--- src/rtl/reflet_timer_pkg.sv ---
// Shared constants for the reflet_timer peripheral: register offsets, CTRL bit
// positions and the size of the decoded address window.
package reflet_timer_pkg;

  localparam logic [2:0] REG_CTRL     = 3'd0;
  localparam logic [2:0] REG_PRESCALE = 3'd1;
  localparam logic [2:0] REG_COMPARE  = 3'd2;
  localparam logic [2:0] REG_COUNT    = 3'd3;
  localparam logic [2:0] REG_CAPTURE  = 3'd4;

  localparam int CTRL_RUN         = 0;
  localparam int CTRL_IRQ_EN      = 1;
  localparam int CTRL_AUTO_RELOAD = 2;
  localparam int CTRL_PENDING     = 3;

  localparam int WINDOW_SIZE = 5;

endpackage

--- src/rtl/reflet_timer_prescaler.sv ---
// Prescaler for reflet_timer: counts 0..limit while running and emits a
// one-cycle tick on the cycle the counter sits at limit.
module reflet_timer_prescaler #(
  parameter int wordsize = 16
) (
  input  logic                clk,
  input  logic                reset,
  input  logic                enable,
  input  logic                run,
  input  logic                clear,
  input  logic [wordsize-1:0] limit,
  output logic                tick
);

  logic [wordsize-1:0] cnt;

  assign tick = enable && run && (cnt == limit);

  always_ff @(posedge clk) begin
    if (!reset) begin
      cnt <= '0;
    end else if (enable) begin
      if (clear) begin
        cnt <= '0;
      end else if (run) begin
        cnt <= (cnt == limit) ? '0 : cnt + 1'b1;
      end
    end
  end

endmodule

--- src/rtl/reflet_timer.sv ---
// Memory-mapped timer on the reflet_cpu data bus: prescaled counter, compare
// match interrupt. Define REFLET_TIMER_CAPTURE_EN to map the CAPTURE register.
module reflet_timer
  import reflet_timer_pkg::*;
#(
  parameter int          wordsize  = 16,
  parameter int unsigned base_addr = 'h80
) (
  input  logic                clk,
  input  logic                reset,
  input  logic                enable,
  input  logic [wordsize-1:0] addr,
  input  logic [wordsize-1:0] data_in,
  input  logic                write_en,
  output logic [wordsize-1:0] data_out,
  output logic                irq
);

  localparam logic [wordsize-1:0] BASE = wordsize'(base_addr);
  localparam logic [wordsize-1:0] WIN  = wordsize'(WINDOW_SIZE);

  logic [wordsize-1:0] offset;
  logic                in_window;
  logic [2:0]          sel;
  logic                wr;

  logic                run, irq_en, auto_reload, pending;
  logic [wordsize-1:0] prescale, compare, count;
  logic                tick, match, pre_clear;
  logic [wordsize-1:0] rd_mux, rd_data_p1;

  // Addresses below base wrap to large offsets and fall outside the window.
  assign offset    = addr - BASE;
  assign in_window = offset < WIN;
  assign sel       = offset[2:0];
  assign wr        = enable && write_en && in_window;
  assign match     = (count == compare);

  assign pre_clear = wr && ((sel == REG_PRESCALE) || (sel == REG_COUNT) ||
                            ((sel == REG_CTRL) && data_in[CTRL_RUN] && !run));

  reflet_timer_prescaler #(.wordsize(wordsize)) u_prescaler (
    .clk    (clk),
    .reset  (reset),
    .enable (enable),
    .run    (run),
    .clear  (pre_clear),
    .limit  (prescale),
    .tick   (tick)
  );

  // Stage p0: tick update first, CPU writes afterwards so they take priority.
  always_ff @(posedge clk) begin
    if (!reset) begin
      run         <= 1'b0;
      irq_en      <= 1'b0;
      auto_reload <= 1'b0;
      pending     <= 1'b0;
      prescale    <= '0;
      compare     <= '0;
      count       <= '0;
    end else if (enable) begin
      if (tick) begin
        if (match) begin
          pending <= 1'b1;
          if (auto_reload) count <= '0;
          else             run   <= 1'b0;
        end else begin
          count <= count + 1'b1;
        end
      end
      if (wr) begin
        case (sel)
          REG_CTRL: begin
            run         <= data_in[CTRL_RUN];
            irq_en      <= data_in[CTRL_IRQ_EN];
            auto_reload <= data_in[CTRL_AUTO_RELOAD];
            // A match on the same edge keeps pending set.
            if (data_in[CTRL_PENDING] && !(tick && match)) pending <= 1'b0;
          end
          REG_PRESCALE: prescale <= data_in;
          REG_COMPARE:  compare  <= data_in;
          REG_COUNT:    count    <= data_in;
          default: ;
        endcase
      end
    end
  end

`ifdef REFLET_TIMER_CAPTURE_EN
  logic [wordsize-1:0] capture;

  always_ff @(posedge clk) begin
    if (!reset) begin
      capture <= '0;
    end else if (wr && (sel == REG_CAPTURE)) begin
      capture <= count;
    end
  end
`endif

  always_comb begin
    rd_mux = '0;
    if (in_window) begin
      case (sel)
        REG_CTRL: begin
          rd_mux[CTRL_RUN]         = run;
          rd_mux[CTRL_IRQ_EN]      = irq_en;
          rd_mux[CTRL_AUTO_RELOAD] = auto_reload;
          rd_mux[CTRL_PENDING]     = pending;
        end
        REG_PRESCALE: rd_mux = prescale;
        REG_COMPARE:  rd_mux = compare;
        REG_COUNT:    rd_mux = count;
`ifdef REFLET_TIMER_CAPTURE_EN
        REG_CAPTURE:  rd_mux = capture;
`endif
        default:      rd_mux = '0;
      endcase
    end
  end

  // Stage p1: registered read data, frozen while enable is low.
  always_ff @(posedge clk) begin
    if (!reset)      rd_data_p1 <= '0;
    else if (enable) rd_data_p1 <= rd_mux;
  end

  assign data_out = rd_data_p1;
  assign irq      = pending && irq_en;

endmodule
--- config.mk ---
export PLATFORM = sky130hd
export DESIGN_NAME = reflet_timer
export DESIGN_NICKNAME = d
export VERILOG_FILES = /design/src/rtl/reflet_timer_pkg.sv /design/src/rtl/reflet_timer_prescaler.sv /design/src/rtl/reflet_timer.sv
export SDC_FILE = /design/constraint.sdc
export NUM_CORES = 1
export LEC_CHECK = 0
export ABC_AREA = 1
export ABC_CLOCK_PERIOD_IN_PS = 3400
export CORE_MARGIN = 8
export CORE_UTILIZATION = 49
export CTS_BUF_LIST = sky130_fd_sc_hd__clkbuf_8
export CTS_CLUSTER_DIAMETER = 50
export DETAILED_ROUTE_END_ITERATION = 10
export GPL_TIMING_DRIVEN = 0
export PLACE_DENSITY = 0.7
export SLEW_MARGIN = 20
export SYNTH_ARGS = -nofsm -noshare
export SYNTH_HDL_FRONTEND = slang
export SYNTH_SLANG_ARGS = --single-unit
--- constraint.sdc ---
create_clock -name clk -period 3.4 [get_ports clk]
set_input_delay 0.85 -clock clk [delete_from_list [all_inputs] [get_ports clk]]
set_output_delay 0.85 -clock clk [all_outputs]
set_load 0.05 [all_outputs]
==> results of run 1 <==
==> worst paths after layout <==
| check | startpoint | depth (start not counted) | slack (ns) | endpoint |
|---|---|---|---|---|
| hold / removal | data_out[7] | 2 | 0.47 | data_out[7] |
| setup reg to reg | u_prescaler.cnt[8] | 13 | 1.11 | count[12] |
| setup / recovery | addr[7] | 13 | 0.27 | count[7] |
| hold reg to reg | data_out[7] | 2 | 0.47 | data_out[7] |
==> logic make-up (layout without fill, tap and decap cells) <==
group,Yosys count,in the layout
buffers and inverters,158,225
AO/OA/AOI/OAI,179,179
XOR/XNOR,20,20
AND/OR/NAND/NOR,426,426
flip-flops,84,84
adder cells (fa/ha/maj),3,3
==> repair_timing <==
action,CTS,global route
hold buffers,0,0
setup buffers,0,0
endpoints found under the setup margin,0,2
resized for setup,0,1
==> power groups by stage <==
stage                     registers, mW  logic (mW)  clock network [mW]
after CTS                         0.986       0.148               0.703
after global placement             1.01       0.145                   0
after floorplan                    1.01      0.0671                   0
after global routing              0.987       0.163               0.751
after detailed placement           1.01       0.147                   0
final                             0.986       0.150               0.697
==> area by class of cell <==
class	count	area (um2)
Multi-Input combinational cell	628	2890
Buffer	38	178.9
Tap cell	136	170.2
Inverter	120	450.4
Clock buffer	9	123.9
Fill cell	1027	4249
Clock inverter	6	58.81
Sequential cell	84	1682
Timing Repair Buffer	52	520.5
==> synth_stat cells <==
cell type	n
a21oi_1	87
a21oi_2	1
a31o_2	1
a31oi_1	2
and3_1	1
buf_2	9
buf_4	2
buf_6	2
clkbuf_1	23
clkbuf_2	2
clkinv_1	2
dfxtp_1	84
ha_1	3
inv_1	114
inv_2	4
nand2_1	271
nand2_2	1
nand3_1	45
nand3_2	1
nand3b_1	1
nand4_1	5
nand4_2	1
nor2_1	83
nor2_2	3
nor3_1	11
nor3_2	1
nor4_1	1
o2111ai_1	1
o211ai_1	4
o21a_1	2
o21ai_0	66
o21ai_1	1
o21bai_1	1
o221ai_1	2
o22ai_1	11
or2_1	1
xnor2_1	7
xor2_1	13
==> registers in the layout (all words and copies together) (netlist names), 16 cells and up <==
register,flops
count,16
data_out,16
u_prescaler.cnt,16
prescale,16
compare,16
==> tightest hold or removal path, delay by kind of cell, from the launching register on <==
kind            cells  cell delay, ns
compound gates      1            0.05
flops               1            0.32
simple gates        1            0.06
==> placed cells by master (no fill, tap or decap), types with 3 or more instances in the layout <==
master           instances
nand2_1                271
inv_1                  116
a21oi_1                 87
dfxtp_1                 84
nor2_1                  83
o21ai_0                 66
clkdlybuf4s50_1         52
nand3_1                 45
clkbuf_1                23
xor2_1                  13
nor3_1                  11
o22ai_1                 11
buf_2                    9
clkbuf_8                 9
xnor2_1                  7
nand4_1                  5
inv_2                    4
o211ai_1                 4
ha_1                     3
==> per-layer routing <==
metal  wire, um  vias up  track usage
met3       1580       37      0.06708
met1       7245     2642       0.2906
met4        408        0      0.07036
li1           -     2886            -
met5          0        -            0
met2       7553      255       0.3846
==> run summary, run 1 <==
CP max-delay cell -> clkdlybuf4s50_1
Synth top area share -> 0.3236
Slew headroom -> 0.5194
Fmax -> 319.8 MHz
H-tree Lvls -> 3
internal power -> 1.372 mW
Antenna Diode Count -> 0
Fin Clk Skew -> 0.008717 ns
gr ovfl total -> 0
largest net degree at the start of global routing -> 14
final core occ -> 0.5884
Switching Share -> 0.2513
ranking of synthesized cells by area -> dfxtp_1, nand2_1, a21oi_1
P_sw -> 0.4608 mW
power density over the cells -> 301.8 nW/um2
initial antenna violation count -> 0
Max-Cap Viols -> 0
cell accounting for the most synthesized area -> dfxtp_1
Clock Sinks -> 84
Post-Synth XOR/XNOR Area -> 0.03371
ANT nets after route -> 0
routed wire length -> 16790 um
Cells after Synth -> 870
Global Route Usage Sum -> 0.2341
Hold WS -> 0.4698 ns
Placement Rows -> 37
Routed WL per cell -> 15.65 um
final instance area -> 6075 um2
Seq pwr share -> 0.538
compound-gate portion of the synthesized area -> 0.1825
Clk pwr share -> 0.380
Tot Pwr -> 1.833 mW
post-placement cell area -> 5887 um2
Synth Area in Simple Gates -> 0.3318
Final Hold Viols -> 0
# DRC -> 0
Synth-to-Final Area Change -> 16.90%
Final Cycle Share -> 0.9196
adder-cell area share of the yosys netlist -> 0.007224
Worst-Margin Slew -> 0.7210 ns
Setup CP Type -> in -> reg
Critical Path RT -> 3.62 ns
die width -> 119.0 um
starting density of the core -> 0.5033
fin. max-slew vios -> 0
post-synthesis sequential area ratio -> 0.3236
multiplexer area fraction after synthesis -> 0
TritonRoute pass-1 iters -> 6
count of final setup violators -> 0
vias in the first global route -> 5409
CTS tree -> yes
DP Worst Slack -> -0.1626 ns
synthesis-stage register bit count -> 84
Worst setup EP type -> register
CTS Root Buffer Type -> clkbuf_8
CP top delay family -> buffers and inverters
part of the power in combinational logic -> 0.082
Worst-Skew Late Latency -> 0.37 ns
number of buffers and inverters on the critical path -> 5
core area -> 10320 um2
Tmin final -> 3.127 ns
first-pass GRT wire length -> 26830 um
crit-path max cell delay -> 0.49 ns
gpl congestion -> 0.9451
IO Count -> 53
crit path cell chain -> clkdlybuf4s50_1 -> inv_1 -> ha_1 -> nand3_1 -> nor2_1 -> nand4_2 -> nor2_4 -> inv_1 -> clkbuf_1 -> o21ai_0 -> inv_1 -> nand2_1 -> a21oi_1
Max rail drop VDD -> 0.1535 mV
Clk pin slew, worst setup/hold paths -> 0.08 ns
largest family of logic cells by synthesized area -> simple AND/OR/NAND/NOR gates
Worst Path Max Fanout -> 10
post-synthesis cell type count -> 38
final setup margin -> 0.2733 ns
post-synthesis cell area -> 5196 um2
placed insts -> 1058
1st-iter DRT viols -> 440
Setup TNS -> 0 ns
worst min path class -> reg -> reg
CP most frequent cell -> inv_1
fin nets -> 972
Non-Filler Instances -> 1073
Detail Placement HPWL -> 13160 um
layout cells sized above 1 -> 0.04376
startpoint types -> input port
RSZ-0062 raised after global routing -> no
via count -> 5820
Avg Vias per Cell -> 5.424
Synth Area per Inst -> 5.973 um2
crit path DAT -> 3.35 ns
maximum root-to-sink buffer count -> 2
Net Count, Synth -> 909
yosys warns -> 0
Pleak -> 2.624 nW
status -> finished clean
Die H -> 119.0 um
Die ar. -> 14160 um2
Num CTS Buffers -> 9
# port buffers -> 52
No activity file was read; power rests on OpenSTA's default activity.
==> run 2, diff against run 1 <==
--- a/config.mk
+++ b/config.mk
@@ -7,14 +7,17 @@
 export LEC_CHECK = 0
 export ABC_AREA = 1
 export ABC_CLOCK_PERIOD_IN_PS = 3400
+export CELL_PAD_IN_SITES_DETAIL_PLACEMENT = 0
+export CELL_PAD_IN_SITES_GLOBAL_PLACEMENT = 1
 export CORE_MARGIN = 8
-export CORE_UTILIZATION = 49
+export CORE_UTILIZATION = 45
 export CTS_BUF_LIST = sky130_fd_sc_hd__clkbuf_8
 export CTS_CLUSTER_DIAMETER = 50
 export DETAILED_ROUTE_END_ITERATION = 10
 export GPL_TIMING_DRIVEN = 0
-export PLACE_DENSITY = 0.7
+export PLACE_DENSITY_LB_ADDON = 0.1
 export SLEW_MARGIN = 20
 export SYNTH_ARGS = -nofsm -noshare
 export SYNTH_HDL_FRONTEND = slang
+export SYNTH_HIERARCHICAL = 1
 export SYNTH_SLANG_ARGS = --single-unit
==> run 2 against run 1 <==
Sequential cell count did not move. Via count rose by 0.40%. Power rose by 0.49%. Final area rose by 5.1%. Clock skew rose by 0.0053 ns. Final cell count rose by 3.1%. Synthesized area rose by 5.5%. Maximum frequency fell by 2.6%. Register-to-register slack got worse by 0.43 ns. Worst setup slack got worse by 0.084 ns. Worst hold slack got worse by 0.0031 ns. First-iteration DRC count fell by 0.91%. Largest cell class unchanged.
==> run summary, run 2 <==
Clk pin slew, worst setup/hold paths -> 0.08 ns (about the same)
Global Route Usage Sum -> 0.2209 (-0.01317)
most frequent cells in the layout -> nand2_1, inv_1, nor2_1
H-tree Lvls -> 3 (unchanged)
Avg Vias per Cell -> 5.283 (-2.6%)
layout cells sized above 1 -> 0.1001 (+0.05635)
EDFF count, synth -> 0 (unchanged)
DP Worst Slack -> -0.5264 ns (-0.3638 ns)
Fmax -> 311.5 MHz (-2.6%)
internal power -> 1.377 mW (+0.31%)
Cells after Synth -> 892 (+2.5%)
# port buffers -> 50 (-3.8%)
ANT nets after route -> 0 (unchanged)
number of buffers and inverters on the critical path -> 4 (-1)
r2r worst-path depth -> 15 (+2)
Die ar. -> 15980 um2 (+13%)
# DRC -> 0 (unchanged)
startpoint types -> input port
crit path DAT -> 3.52 ns (+0.17 ns)
crit-path max cell delay -> 0.48 ns (about the same)
gr ovfl total -> 0 (unchanged)
via count -> 5843 (+0.40%)
post-synthesis sequential area ratio -> 0.3066 (-0.01698)
Seq pwr share -> 0.535 (-0.003)
CTS Root Buffer Type -> clkbuf_8
Clock Sinks -> 84 (unchanged)
first-pass GRT wire length -> 28450 um (+6.0%)
Synth Area per Inst -> 6.148 um2 (+2.9%)
1st-iter DRT viols -> 436 (-0.91%)
final instance area -> 6386 um2 (+5.1%)
Fill cells -> 1235 (+20%)
RSZ-0062 raised after global routing -> no
Max-Cap Viols -> 0 (unchanged)
ys flop type -> dfxtp_1
part of the power in combinational logic -> 0.082 (about the same)
Worst-Skew Late Latency -> 0.37 ns (about the same)
maximum root-to-sink buffer count -> 2 (unchanged)
TritonRoute pass-1 iters -> 5 (-1)
Max rail drop VDD -> 0.1460 mV (-4.9%)
post-placement cell area -> 6168 um2 (+4.8%)
synthesis-stage register bit count -> 84 (unchanged)
Synth-to-Final Area Change -> 16.45%
crit path cell chain -> clkdlybuf4s50_1 -> inv_1 -> ha_1 -> nand3_1 -> nor2_2 -> nand3_2 -> nor2_4 -> clkbuf_4 -> nand3_1 -> o21ai_2 -> o21ai_2 -> buf_2 -> o21ai_0 -> o21ai_0 -> nor2_1
final setup margin -> 0.1898 ns (-0.08351 ns)
Switching Share -> 0.2527 (+0.001342)
vias in the first global route -> 5664 (+4.7%)
most frequent cell after synthesis -> nand2_1
core area -> 11960 um2 (+16%)
fin nets -> 994 (+2.3%)
Slew headroom -> 0.5267 (+0.007333)
CP top delay family -> buffers and inverters
Critical Path RT -> 3.71 ns (+0.09 ns)
Antenna Diode Count -> 0 (unchanged)
die width -> 126.4 um (+6.2%)
largest net degree at the start of global routing -> 13 (-1)
initial antenna violation count -> 0 (unchanged)
P_sw -> 0.4655 mW (+1.0%)
Worst Path Max Fanout -> 10 (unchanged)
CP max-delay cell -> clkdlybuf4s50_1
worst min path class -> reg -> reg
Fin Clk Skew -> 0.01402 ns (+0.005305 ns)
Hold Path Origin -> data_out[7]
Num CTS Buffers -> 9 (unchanged)
hold path cells -> 2 (unchanged)
Placement Rows -> 40 (+8.1%)
asr flop ratio synth -> 0 (unchanged)
Clk pwr share -> 0.383 (+0.003)
RR Startpoint -> u_prescaler/cnt[9]
Worst-Margin Slew -> 0.7100 ns (-0.01100 ns)
reg-to-reg setup timing slack -> 0.68 ns (-0.43 ns)
cell accounting for the most synthesized area -> dfxtp_1
Reg2Reg Capture Point -> count[3]
routed wire length -> 17600 um (+4.9%)
starting density of the core -> 0.4585 (-0.04486)
Pleak -> 2.613 nW (-0.41%)
Final Cycle Share -> 0.9442 (+0.02456)
post-synthesis cell type count -> 36 (-5.3%)
post-synthesis cell area -> 5484 um2 (+5.5%)
Hold WS -> 0.4667 ns (-0.003128 ns)
Final Hold Viols -> 0 (unchanged)
Tmin final -> 3.210 ns (+0.08351 ns)
CTS tree -> yes
status -> finished clean
commonest non-fill, non-tap cell in the layout -> nand2_1
Worst Hold End -> data_out[7]
Setup CP Type -> in -> reg
Worst setup EP type -> register
Synth top area share -> 0.3066 (-0.01698)
power density over the cells -> 288.5 nW/um2 (-4.4%)
Hold Buf Count CTS -> 0 (unchanged)
fin. max-slew vios -> 0 (unchanged)
Net Count, Synth -> 931 (+2.4%)
ranking of synthesized cells by area -> dfxtp_1, nand2_1, inv_1
Detail Placement HPWL -> 13950 um (+6.0%)
Die H -> 126.4 um (+6.2%)
IO Count -> 53 (unchanged)
synth cell count leaders -> nand2_1, inv_1, nor2_1, dfxtp_1, a21oi_1
count of final setup violators -> 0 (unchanged)
yosys warns -> 6 (+6)
Crit. Startpoint -> addr[7]
Routed WL per cell -> 15.92 um (+1.7%)
gpl congestion -> 0.8909 (-5.7%)
run 2: kinds of logic (layout without fill, tap and decap cells):
logic type | Yosys count | in the layout | synth area share
compound gates | 143 | 143 | 0.1684
simple gates | 502 | 502 | 0.3904
buf+inv | 149 | 216 | 0.1102
xor+xnor | 11 | 11 | 0.01757
fa+ha+maj | 3 | 3 | 0.006845
flops | 84 | 84 | 0.3066
run 2: layout make-up:
class	instances	area, um2	share of cell area
tap	147	183.9	0.02880
clock inverter	2	8.758	0.001371
timing repair buffer	52	515.5	0.08072
clock buffer	13	178.9	0.02802
buffer	34	172.7	0.02704
inverter	115	436.7	0.06838
sequential	84	1682	0.2633
multi-input combinational	659	3208	0.5024
run 2: power groups by stage:
stage	Sequential, mW	Clock (mW)	Combinational [mW]
final	0.986	0.706	0.151
after global routing	0.986	0.761	0.162
after CTS	0.985	0.724	0.148
after detailed placement	1.01	0	0.148
after global placement	1.01	0	0.147
after floorplan	1.01	0	0.0699
run 2: worst reg2reg max path, stage by stage (launching register included):
cell and delay, ns:
dfxtp_1 0.47, inv_2 0.07, nand2_1 0.06, nand2_1 0.05, nor2_1 0.10, nand2_1 0.09
nor2_2 0.15, nand3b_1 0.12, inv_1 0.11, clkbuf_1 0.34, clkbuf_1 0.50, nand2_2 0.26
nand2_1 0.11, nand3_1 0.07, nand2_1 0.07, a21oi_1 0.05
run 2: timing repair:
| action | 4_1_cts | 5_1_grt |
|---|---|---|
| pin swaps | 0 | 2 |
| endpoints found under the hold margin | 0 | 0 |
| buffers inserted | 0 | 2 |
| endpoints found under the setup margin | 4 | 14 |
| resized for setup | 2 | 6 |
run 2: layer usage:
| metal | up-vias | routed length, um | track usage |
|---|---|---|---|
| met5 | - | 0 | 0 |
| met4 | 0 | 557 | 0.1111 |
| met3 | 32 | 722 | 0.02639 |
| met2 | 146 | 8630 | 0.3871 |
| met1 | 2692 | 7693 | 0.2609 |
| li1 | 2973 | - | - |
run 2: worst max-delay path by stage:
stage | end | slack, ns | cells past startpoint
3_5_place_dp | u_prescaler/cnt[6] | -0.53 | 15
3_3_place_gp | u_prescaler/cnt[6] | -0.48 | 15
6_report | u_prescaler/cnt[6] | 0.19 | 15
4_1_cts | u_prescaler/cnt[6] | 0.05 | 15
2_1_floorplan | u_prescaler/cnt[6] | 0.52 | 14
5_1_grt | u_prescaler/cnt[10] | 0.02 | 15
run 2: metrics by stage:
step	total power, mW	instances	utilization	TNS [ns]
floorplan	1.078	892	-	0
global placement	1.155	1089	0.5157	-5.597
detailed placement	1.156	1089	0.5157	-6.035
CTS	1.858	1104	0.5314	0
global route	1.909	1106	0.5339	0
finish	1.842	1106	0.5339	0
==> run 3, diff against run 2 <==
--- a/config.mk
+++ b/config.mk
@@ -12,7 +12,7 @@
 export CORE_MARGIN = 8
 export CORE_UTILIZATION = 45
 export CTS_BUF_LIST = sky130_fd_sc_hd__clkbuf_8
-export CTS_CLUSTER_DIAMETER = 50
+export CTS_CLUSTER_DIAMETER = 60
 export DETAILED_ROUTE_END_ITERATION = 10
 export GPL_TIMING_DRIVEN = 0
 export PLACE_DENSITY_LB_ADDON = 0.1
==> results of run 3 <==
The final DEF is identical to that of run 2; final timing and power are the same.
==> RTL edit 1 (flow settings as in run 2) <==
`wordsize` is set to 16 in 2 places; all go to 32.
--- a/src/rtl/reflet_timer_prescaler.sv
+++ b/src/rtl/reflet_timer_prescaler.sv
@@ -3,3 +3,3 @@
 module reflet_timer_prescaler #(
-  parameter int wordsize = 16
+  parameter int wordsize = 32
 ) (
--- a/src/rtl/reflet_timer.sv
+++ b/src/rtl/reflet_timer.sv
@@ -5,3 +5,3 @@
 #(
-  parameter int          wordsize  = 16,
+  parameter int          wordsize  = 32,
   parameter int unsigned base_addr = 'h80
Ports: changed (resized addr, data_in and data_out); port bits go from 53 to 101. The function was not compared with the original's and may differ.
==> RTL edit 1 against run 2 <==
Power increased by 110%. Critical endpoint is now count[12]. Wire length rose by 150%. Synthesized area rose by 110%. Global-route usage grew 6.1 points. Highest routed layer unchanged. Synthesized cell count is 110% higher. Design area rose by 110%. Maximum frequency shrank 0.32%. Setup slack lost 0.010 ns. Non-clock buffer count increased by 129. Largest cell class unchanged. Sequential cell count rose by 80. Clock power increased by 120%. Sequential share of layout area is 2.0 points lower.
==> RTL edit 1: results (changes against run 2) <==
status: complete, no violations
GPL Wtd Cong: 0.953 (+7.0%)
Worst R2R Path Depth: 16 (+1)
initial antenna violation count: 0 (unchanged)
clk slew on worst S/H paths: 0.12 ns (+0.04 ns)
VDD IR max: 0.245 mV (+68%)
Cell variety after synth: 44 (+22%)
CP top delay family: simple AND/OR/NAND/NOR gates
CTS resizes: 31 (+29)
htree depth: 4 (+1)
initial DRC count: 1380 (+220%)
wl on met1: 19700 microns (+160%)
syn_nets: 1947 (+110%)
Post-CTS Setup Bufs: 7 (+7)
Clk pwr share: 0.405 (+0.022)
GRT met2 Usage: 0.431 (+0.0438)
clock skew: 0.0254 ns (+0.0114 ns)
# fillers: 2663 (+120%)
r2r endpoint: count[12]
Switching Fraction: 0.315 (+0.0621)
vias in the first global route: 12000 (+110%)
top post-synthesis cells by count: 511 x nand2_1, 227 x inv_1, 187 x nor2_1, 164 x dfxtp_1, 154 x a21oi_1
WL/cell: 18.7 microns (+17%)
GRT Overall Usage: 0.282 (+0.0607)
metal3 WL: 3690 microns (+410%)
post-synthesis xor/xnor area fraction: 0.0492 (+0.0317)
adder-cell area share of the yosys netlist: 0.00330 (-0.00355)
GR Util met1: 0.387 (+0.126)
Synth Flop Type: dfxtp_1
port bufs: 100 (+100%)
share of cells above drive strength 1: 0.0901 (-0.00996)
P_comb: 0.349 mW (+130%)
vias per cell: 5.46 (+3.4%)
DRT Pass-1 Iters: 6 (+1)
HPWL Detailed: 34700 microns (+150%)
Post-DP Area: 12800 sq um (+110%)
post-synthesis sequential area ratio: 0.288 (-0.0183)
CTS Buf Count: 17 (+8)
Psw: 1.20 mW (+160%)
metal2 WL: 19200 microns (+120%)
met3 usage: 0.0596 (+0.0332)
top post-synthesis cells by area: dfxtp_1 29%, nand2_1 17%, inv_1 7.5%
CP max-delay cell: buf_1
worst reg2reg setup slack: 0.18 ns (-0.50 ns)
CP Class: register to register
leakage: 5.19 nW (+99%)
Clock Latency Late Sink: 0.49 ns (+0.12 ns)
crit path launch: count[0]
largest net degree at the start of global routing: 21 (+8)
Worst Tran Pin Value: 0.873 ns (+0.163 ns)
global-route wire length before repair: 67700 microns (+140%)
post-synthesis compound-gate area fraction: 0.159 (-0.00949)
# nets final: 2077 (+110%)
-- RTL edit 1: final cells by class --
class / count / area, sq um / share of cell area
clock buffer: 17 / 234 / 0.0173
timing repair buffer: 111 / 1090 / 0.0810
inverter: 235 / 882 / 0.0654
tap: 330 / 413 / 0.0306
sequential: 164 / 3280 / 0.243
multi-input combinational: 1373 / 6840 / 0.507
clock inverter: 15 / 204 / 0.0151
buffer: 104 / 548 / 0.0406
-- RTL edit 1: logic make-up (layout without fill, tap and decap cells) --
kind of cell | count (synthesis) | count (layout)
XOR/XNOR | 64 | 64
flip-flops | 164 | 164
AO/OA/AOI/OAI | 329 | 329
adder cells (fa/ha/maj) | 3 | 3
AND/OR/NAND/NOR | 977 | 977
buffers and inverters | 339 | 482
-- RTL edit 1: worst reg2reg max path: cells and delay by family (launching register included) --
| kind | cells | cell delay [ns] |
|---|---|---|
| AOI/OAI and AO/OA | 3 | 0.47 |
| buffers and inverters | 4 | 1.06 |
| and+or+nand+nor | 9 | 1.19 |
| DFF | 1 | 0.37 |
-- RTL edit 1: through the flow --
stage          hold WS (ns)   util  std cells  setup slack [ns]
4_1_cts               0.471  0.534       2345          0.000101
2_1_floorplan         0.437      -       1876             0.120
5_1_grt               0.491  0.539       2349           0.00621
3_5_place_dp          0.455  0.511       2306             -1.31
6_report              0.471  0.539       2349             0.180
3_3_place_gp          0.455  0.511       2306             -1.26
-- RTL edit 1: worst min path at each step --
| stage | from | end | slack [ns] | cells past startpoint |
|---|---|---|---|---|
| floorplan | irq_en | irq_en | 0.44 | 2 |
| global placement | data_out[30] | data_out[30] | 0.45 | 2 |
| detailed placement | irq_en | irq_en | 0.45 | 2 |
| CTS | irq_en | irq_en | 0.47 | 2 |
| global route | data_out[25] | data_out[25] | 0.49 | 2 |
| finish | data_out[15] | data_out[15] | 0.47 | 2 |
==> RTL edit 2 (config.mk and constraints of run 2) <==
Without the edit above. Register the output `irq`, cleared by the reset; this adds one clock of latency there. The other outputs are not delayed to match.
--- a/src/rtl/reflet_timer.sv
+++ b/src/rtl/reflet_timer.sv
@@ -129,3 +129,9 @@
   assign data_out = rd_data_p1;
-  assign irq      = pending && irq_en;
+  always_ff @(posedge clk) begin
+    if (!reset) begin
+      irq <= '0;
+    end else begin
+      irq <= pending && irq_en;
+    end
+  end
 
Formal check against the unedited RTL: not equivalent (a bounded check fails within 4 cycles, from zero or initial values and one cycle with reset low).
==> RTL edit 2 against run 2 <==
Setup slack gained 0.040 ns. Hold slack lost 0.0028 ns. Sequential cell count grew 1. Critical path type unchanged. Design area up 1.2%. Power grew 12%. Largest cell class unchanged. Utilization up 0.65 points. Wire length grew 1.3%. Register-to-register slack better by 0.50 ns. Synthesized area grew 0.34%.
==> RTL edit 2: results (changes against run 2) <==
status: complete, no violations
r2r endpoint: count[6]
share of cells above drive strength 1: 0.103 (+0.00320)
met3 usage: 0.0411 (+0.0147)
port bufs: 52 (+4.0%)
vias per cell: 5.26 (-0.52%)
Clock Latency Late Sink: 0.39 ns (+0.02 ns)
clock skew: 0.00838 ns (-0.00564 ns)
Critical R2R Launch: u_prescaler/cnt[10]
Worst Hold Path EP: irq
GPL Wtd Cong: 0.878 (-1.5%)
GRT Overall Usage: 0.224 (+0.00320)
worst reg2reg setup slack: 1.18 ns (+0.50 ns)
global-route wire length before repair: 28600 microns (+0.70%)
Cell variety after synth: 33 (-8.3%)
GR Util met1: 0.273 (+0.0124)
top post-synthesis cells by area: dfxtp_1 31%, nand2_1 21%, inv_1 7.4%
HPWL Detailed: 13800 microns (-0.88%)
wl on met1: 7890 microns (+2.6%)
# nets final: 1002 (+0.80%)
post-synthesis sequential area ratio: 0.309 (+0.00259)
WL/cell: 16.0 microns (+0.52%)
DRT Pass-1 Iters: 6 (+1)
hold path start: irq_en
metal3 WL: 877 microns (+21%)
Max-slew headroom: 0.526 (-0.000685)
Starting Density: 0.460 (+0.00157)
# fillers: 1242 (+0.57%)
VDD IR max: 0.216 mV (+48%)
metal2 WL: 8580 microns (-0.53%)
largest net degree at the start of global routing: 16 (+3)
clk slew on worst S/H paths: 0.10 ns (+0.02 ns)
top post-synthesis cells by count: 312 x nand2_1, 109 x inv_1, 93 x nor2_1, 85 x dfxtp_1, 50 x a21oi_1
==> RTL edit 2: cell count changes after synthesis, moves of 4 or more <==
cell	change
a21oi_2	+10
a21oi_1	-10
nand2_1	+15
nand4_1	-8
nor2_1	-6
o21ai_0	+4
a211oi_2	-14
inv_2	+4
clkbuf_1	-7
inv_1	+6
a211oi_1	+12
==> RTL edit 2: cell type report <==
class / instances / area (sq um) / share of cell area
Multi-Input combinational cell: 661 / 3170 / 0.491
Sequential cell: 85 / 1700 / 0.263
Timing Repair Buffer: 52 / 520 / 0.0805
Inverter: 123 / 462 / 0.0714
Tap cell: 147 / 184 / 0.0285
Buffer: 31 / 179 / 0.0277
Clock buffer: 9 / 124 / 0.0192
Clock inverter: 7 / 120 / 0.0186
==> RTL edit 2: where the power goes <==
group / leakage [nW] / total, mW / switching [mW] / internal (mW)
registers: 0.684 / 0.997 / 0.00176 / 0.996
clock network: 0.120 / 0.913 / 0.421 / 0.492
logic: 1.91 / 0.153 / 0.0971 / 0.0561
==> RTL edit 2: per-stage QoR <==
step                area [sq um]  std cells  setup slack [ns]  hold slack (ns)   util
floorplan                   5500        900             0.514            0.427      -
global placement            6210       1099            -0.592            0.453  0.519
detailed placement          6210       1099            -0.629            0.458  0.519
CTS                         6450       1115            0.0665            0.472  0.539
global route                6460       1115            0.0182            0.485  0.540
finish                      6460       1115             0.229            0.464  0.540
==> RTL edit 2: what timing repair did <==
action | in CTS | in global routing
endpoints found under the setup margin | 16 | 7
hold buffers | 0 | 0
pin swaps | 0 | 0
gates resized for setup | 3 | 3
==> RTL edit 2: cell families after synthesis <==
logic type	after synthesis	synth area share
xor gates and xnor gates	11	0.0175
AOI/OAI and AO/OA	144	0.161
buffers and inverters	154	0.116
DFF	85	0.309
and+or+nand+nor	503	0.389
adders and majority gates	3	0.00682
